File: config.mk
export PLATFORM = sky130hd
export DESIGN_NAME = processor_mc
export DESIGN_NICKNAME = d
export VERILOG_FILES = /design/src/rtl/processor_mc.sv
export SDC_FILE = /design/constraint.sdc
export NUM_CORES = 2
export LEC_CHECK = 0
export CORE_ASPECT_RATIO = 0.7
export CORE_MARGIN = 1
export CORE_UTILIZATION = 45
export CTS_BUF_LIST = sky130_fd_sc_hd__clkbuf_8
export DETAILED_ROUTE_END_ITERATION = 10
export PLACE_DENSITY_LB_ADDON = 0.12
export SLEW_MARGIN = 15
export SYNTH_ARGS = -nofsm -noshare
export SYNTH_HDL_FRONTEND = slang
export SYNTH_SLANG_ARGS = --single-unit
File: constraint.sdc
create_clock -name clk -period 38.4 [get_ports clk]
set_clock_uncertainty 0.1 [all_clocks]
set_input_delay 9.6 -clock clk [delete_from_list [all_inputs] [get_ports clk]]
set_output_delay 9.6 -clock clk [all_outputs]
set_load 0.05 [all_outputs]
File: src/rtl/processor_mc.sv
// processor_mc: multi-cycle core. It fetches one 32-bit instruction per
// request/valid handshake, decodes the fixed field layout and executes it on
// a DATA_W-wide register file. It supports relative branches, HALT and
// sticky illegal-opcode detection.
module processor_mc #(
   parameter int DATA_W = 32,
   parameter int ADDR_W = 9,
   parameter int NREG   = 32
) (
   input  logic              clk,
   input  logic              rst,
   output logic              imem_req,
   output logic [ADDR_W-1:0] imem_addr,
   input  logic              imem_valid,
   input  logic [31:0]       imem_data,
   output logic [ADDR_W-1:0] pc,
   output logic              halted,
   output logic              illegal,
   output logic [31:0]       instret,
   input  logic [4:0]        dbg_addr,
   output logic [DATA_W-1:0] dbg_data
);

   localparam int RIDX = (NREG > 1) ? $clog2(NREG) : 1;

   localparam logic [2:0] S_IDLE  = 3'd0;
   localparam logic [2:0] S_FETCH = 3'd1;
   localparam logic [2:0] S_WAIT  = 3'd2;
   localparam logic [2:0] S_EXEC  = 3'd3;
   localparam logic [2:0] S_HALT  = 3'd4;

   localparam logic [4:0] OP_ADD  = 5'd0;
   localparam logic [4:0] OP_SUB  = 5'd1;
   localparam logic [4:0] OP_MUL  = 5'd2;
   localparam logic [4:0] OP_SHL  = 5'd3;
   localparam logic [4:0] OP_AND  = 5'd4;
   localparam logic [4:0] OP_OR   = 5'd5;
   localparam logic [4:0] OP_XOR  = 5'd6;
   localparam logic [4:0] OP_SRL  = 5'd7;
   localparam logic [4:0] OP_HALT = 5'd31;

   logic [2:0]        state;
   logic [31:0]       ir;
   logic [DATA_W-1:0] regs [NREG];

   logic [4:0]        op;
   logic              f_i;
   logic              f_w;
   logic              f_b;
   logic              f_z;
   logic [RIDX-1:0]   dst_idx;
   logic [RIDX-1:0]   src1_idx;
   logic [RIDX-1:0]   src2_idx;
   logic [RIDX-1:0]   dbg_idx;
   logic [DATA_W-1:0] v1;
   logic [DATA_W-1:0] v2;
   logic [DATA_W-1:0] imm_ext;
   logic [DATA_W-1:0] alu_out;
   logic [DATA_W-1:0] t1;
   logic [ADDR_W-1:0] pc_off;
   logic              is_illegal;
   logic              taken;

   assign op       = ir[31:27];
   assign f_i      = ir[26];
   assign f_w      = ir[25];
   assign f_b      = ir[24];
   assign f_z      = ir[23];
   assign dst_idx  = ir[18 +: RIDX];
   assign src1_idx = ir[13 +: RIDX];
   assign src2_idx = ir[8 +: RIDX];
   assign dbg_idx  = dbg_addr[RIDX-1:0];

   assign v1       = regs[src1_idx];
   assign v2       = regs[src2_idx];
   assign dbg_data = regs[dbg_idx];
   assign imm_ext  = DATA_W'($signed(ir[7:0]));

   assign is_illegal = (op > OP_SRL) && (op != OP_HALT);
   assign taken      = f_b && (!f_z || (v1 == '0));
   assign t1         = f_i ? alu_out : imm_ext;
   // The offset is sign-extended so negative branch distances still work when
   // the PC is wider than the datapath.
   assign pc_off     = ADDR_W'($signed(t1));

   assign imem_req  = (state == S_FETCH);
   assign imem_addr = pc;
   assign halted    = (state == S_HALT);

   // ALU: every result wraps to DATA_W bits, and shifts by DATA_W or more clear the value.
   always_comb begin
      alu_out = '0;
      case (op)
         OP_ADD: alu_out = v1 + v2;
         OP_SUB: alu_out = v1 - v2;
         OP_MUL: alu_out = v1 * v2;
         OP_SHL: alu_out = (v2 >= DATA_W'(DATA_W)) ? '0 : (v1 << v2);
         OP_AND: alu_out = v1 & v2;
         OP_OR:  alu_out = v1 | v2;
         OP_XOR: alu_out = v1 ^ v2;
         OP_SRL: alu_out = (v2 >= DATA_W'(DATA_W)) ? '0 : (v1 >> v2);
         default: alu_out = '0;
      endcase
   end

   // Sequencer plus architectural state: fetch handshake, latch, then execute and retire.
   always_ff @(posedge clk or posedge rst) begin
      if (rst) begin
         state   <= S_IDLE;
         pc      <= '0;
         ir      <= '0;
         illegal <= 1'b0;
         instret <= '0;
         for (int k = 0; k < NREG; k++) begin
            regs[k] <= '0;
         end
      end else begin
         case (state)
            S_IDLE: begin
               state <= S_FETCH;
            end
            S_FETCH: begin
               state <= S_WAIT;
            end
            S_WAIT: begin
               if (imem_valid) begin
                  ir    <= imem_data;
                  state <= S_EXEC;
               end
            end
            S_EXEC: begin
               if (op == OP_HALT) begin
                  state <= S_HALT;
               end else begin
                  state   <= S_FETCH;
                  instret <= instret + 32'd1;
                  if (is_illegal) begin
                     illegal <= 1'b1;
                     pc      <= pc + ADDR_W'(1);
                  end else begin
                     if (f_w) begin
                        regs[dst_idx] <= t1;
                     end
                     pc <= taken ? (pc + pc_off) : (pc + ADDR_W'(1));
                  end
               end
            end
            S_HALT: begin
               state <= S_HALT;
            end
            default: begin
               state <= S_IDLE;
            end
         endcase
      end
   end

endmodule

After elaboration in Yosys (flattened, before gate mapping)
Index checks and enable logic that the tools add are counted.
{"block": "totals", "reg_bits": 1101, "input_bits": 40, "output_inout_bits": 85, "wordCells": 108}
{"block": "classes", "n_addsub": 5, "multipliers": 1, "n_lt_le_gt_ge": 7, "n_eq_ne": 14, "shifts": 2, "n_mux": 21, "bitwise_logic": 9, "reduce_logical": 12}
{"op": "bitwise mux 1024 bit", "n": 1}
{"op": "binary-select mux 32 bit (select 5 bit)", "n": 3}
{"op": "two-way mux 32 bit", "n": 10}
{"op": "case mux 32 bit (8 select lines)", "n": 1}
{"op": "demux 32 bit (select 5 bit)", "n": 1}
{"op": "adder 32 x 1 -> 32 bit, second input constant", "n": 1}
{"op": "adder 32 bit", "n": 1}
{"op": "AND 32 bit", "n": 1}
{"op": "greater-or-equal comparator 32 x 6 -> 1 bit, second input constant", "n": 1}
{"op": "logical NOT 32 bit", "n": 1}
{"op": "multiplier 32 x 32 -> 32 bit", "n": 1}
{"op": "OR 32 bit", "n": 1}
{"op": "left shift 32 x 32 -> 32 bit", "n": 1}
{"op": "right shift 32 x 32 -> 32 bit", "n": 1}
{"op": "subtractor 32 bit", "n": 1}
{"op": "bitwise XOR 32 bit", "n": 1}
{"op": "greater-or-equal comparator 6 bit, second input constant", "n": 4}
{"op": "NOT 5 -> 6 bit", "n": 4}
{"op": "equality test 5 x 3 -> 1 bit, second input constant", "n": 4}
{"op": "two-way mux 9 bit", "n": 2}
{"op": "case mux 3 bit (5 select lines)", "n": 1}
{"op": "equality test 5 x 2 -> 1 bit, second input constant", "n": 2}
{"op": "adder 9 x 1 -> 9 bit, second input constant", "n": 1}
{"op": "adder 9 bit", "n": 1}
{"op": "19 further kinds", "n": 25}

Depth between registers and ports, before layout
{"block": "depth", "ltp_word": 11, "ltp_mapped": 46, "mapped_depth_nobuf": 33}

Least setup slack after synthesis
OpenSTA, ideal clock, no wires.
{"block": "synth_path", "kind": "input -> output", "startpoint": "in dbg_addr[0]", "endpoint": "out dbg_data[0]", "t_arrival_ns": 12.135, "required_ns": 28.700, "path_slack_ns": 16.565, "cell_stages": 6, "path_buffers": 3, "path_cell_list": "clkbuf_1 buf_1 buf_1 mux4_2 mux4_2 mux2_2"}
{"block": "synth_between", "elab_chain_len": 4}
{"item": "start, declared", "line_no": "20", "text": "input logic [4:0] dbg_addr,"}
{"item": "NOT 5 -> 6 bit (implied by the code)", "line_no": "76", "text": "assign dbg_data = regs[dbg_idx];"}
{"item": "binary-select mux 32 bit (select 5 bit)", "line_no": "76"}
{"item": "two-way mux 32 bit (implied by the code) (2 in a row)", "line_no": "76"}
{"item": "end, declared", "line_no": "21", "text": "output logic [DATA_W-1:0] dbg_data"}
No other way between the ends. The select of a mux whose other input is x is not followed.

Worst setup path after layout
{"block": "layout_path", "startpoint": "in dbg_addr[0]", "endpoint": "out dbg_data[1]"}
Same word-level chain as after synthesis.

==> run_results.csv <==
group,metric,value,unit
global_routing,antenna_found_initial,36,
logic_synthesis,synth-edff-count,0,
drt,dr_total_vias,75890,
logic_synthesis,syn_area,89000,µm²
global_routing,grt_overflow,0,
logic_synthesis,yosys-top-cells-area,"dfrtp_1 (31%), mux4_2 (16%), fa_1 (9.2%)",
logic_synthesis,synth_top_area_cell,"dfrtp_1",
floorplan,die_x,533.6,µm
sta,worstMarginPinSlew,1457,ps
sta,period_minus_slack,24140,ps
clock_network,ctsHoldBuffers,0,
sta,tns,0,ps
logic_synthesis,yosysSeqAreaShare,0.3096,
finish,final_cell_mix,"nand2_1 (1,091), dfrtp_1 (1,090), o21ai_0 (655)",
drt,viasPerCell,6.873,
critical_path,arrival,14440,ps
global_routing,busiest_layer,"met1",
logic_synthesis,synthFlopType,"dfrtp_1",
clock_network,cts_resized,0,
clock_network,clk_pin_slew_worst_paths,60,ps
logic_synthesis,synth_warnings,0,
clock_network,postCtsSetupRepairBufs,0,
logic_synthesis,synth_area_per_cell,10.60,µm²
critical_path,critPathLaunchType,"input port",
min_path,hold_path.class,"reg2reg",
critical_path,crit_required,28700,ps
floorplan,core,196400,µm²
sta,finalCritPeriodShare,0.6286,
clock_network,cts-root-buf,"clkbuf_8",
floorplan,pin_count,125,
critical_path,cp_max_fo,78,
sta,whs,375.2,ps
finish,final_common_cell,"nand2_1",
floorplan,dieArea,199600,µm²
sta,setup_slack,14260,ps
logic_synthesis,yosysTopAreaCellShare,0.3096,
drt,drc,0,
global_routing,track_usage,0.4108,
clock_network,clockBufferDepth,4,
floorplan,start_util,0.4532,
finish,drive_above_1_share,0.1990,
placement,gp_congestion,1.033,
sta,report.final.slew_viol_count,0,
sta,max_freq,41.43,MHz
finish,finalNetCount,8949,
global_routing,grtUsageMet1,0.5892,
placement,numPortBuffers,124,
placement,place_hpwl,278800,µm
sta,slew_headroom,0.02562,
logic_synthesis,syn_nets,9078,
clock_network,cts_max_level,4,
floorplan,rows,136,
sta,setup-violations-final,0,
clock_network,numCtsBuffers,185,
clock_network,cts_tree,"done",
drt,ant_nets,0,
logic_synthesis,syn_inst,8399,
sta,hold_viol_final,0,
logic_synthesis,async_reset_ff_frac,1.000,
logic_synthesis,synth_cell_types,108,
global_routing,grt_pass1_vias,72550,
finish,fillers,18170,
floorplan,dieHeight,374.1,µm
placement,pre_cts_ws,13950,ps
finish,syn_to_final_growth,8.117,%
global_routing,met2_usage,0.5181,
drt,routed_wl,412300,µm
sta,rsz0062_at_grt,"false",
drt,first_iter_violations,12020,
drt,wl_per_cell,37.34,µm
clock_network,clock-sinks,1101,
drt,drtPass1Iterations,6,
flow_run,max_cap_viol_count,0,
critical_path,endpoint_kind,"output pin",
clock_network,clk_latency,970,ps
global_routing,grt_util_met3,0.2039,
logic_synthesis,yosys_register_bits,1101,
global_routing,grt_max_degree,163,
critical_path,crit_type,"in2out",
global_routing,grt_pass1_wl,576800,µm
outcome,status,"completed",
[logic make-up after synthesis]
group                    count (synthesis)  synth area share
adder cells (fa/ha/maj)                639            0.1244
buffers and inverters                 1247           0.06413
multiplexers                          1534            0.2692
XOR/XNOR                               173           0.01764
AND/OR/NAND/NOR                       2096            0.1003
flip-flops                            1101            0.3096
AO/OA/AOI/OAI                         1609            0.1148
[registers in the layout, indices dropped and copies added, names as in the netlist]
| name | count |
|---|---|
| regs | 1024 |
| imem_addr | 9 |
| illegal | 1 |
| ir | 32 |
| state | 3 |
| instret | 32 |
[layout make-up]
type / count / area [µm²] / area share
antenna: 26 / 65.06 / 0.0006761
clock buffer: 229 / 3152 / 0.03275
clock inverter: 82 / 442.9 / 0.004603
inverter: 529 / 1992 / 0.02070
multi-input combinational: 6051 / 56300 / 0.5851
sequential: 1101 / 27580 / 0.2866
tap: 2622 / 3281 / 0.03409
timing repair buffer: 402 / 3408 / 0.03542
[routing by layer]
metal / share of wire / up-vias / wire length, µm
met3: 0.17 / 1076 / 69550
met4: 0.045 / 52 / 18740
met1: 0.41 / 38670 / 168200
met5: 0.0012 / - / 515
met2: 0.38 / 6216 / 155300
li1: - / 29880 / -
[cell usage after synthesis, types with 218 or more instances]
master	number
mux2_2	285
a22oi_1	218
ha_1	229
dfrtp_1	1101
clkbuf_1	388
inv_1	506
fa_1	410
nand2_1	1125
mux2i_1	595
nor2_1	553
o21ai_0	656
mux4_2	628
[critical path, stage by stage]
cell,delay (ps)
buf_8,580
buf_4,850
buf_6,710
mux4_2,590
mux4_2,490
mux2_2,390
clkdlybuf4s50_1,860
[metrics by stage]
stage | util | instance area [µm²] | std cells
3_5_place_dp | 0.4713 | 92540 | 10710
5_1_grt | 0.4897 | 96160 | 11020
6_report | 0.4900 | 96230 | 11040
2_1_floorplan | - | 89010 | 8399
3_3_place_gp | 0.4711 | 92520 | 10700
4_1_cts | 0.4896 | 96130 | 11020
[final timing paths]
kind,from,endpoint,slack [ps],depth (start not counted)
hold reg to reg,instret[31],instret[31],380,1
max in group asynchronous,rst,ir[2],24570,7
setup / recovery,dbg_addr[0],dbg_data[1],14260,7
hold / removal,instret[31],instret[31],380,1
min in group asynchronous,rst,regs[310],9000,2
setup reg to reg,ir[15],regs[1023],25560,30
Power is not shown: default switching activity piles up to over one toggle a cycle in this logic, so the estimate is an artifact.
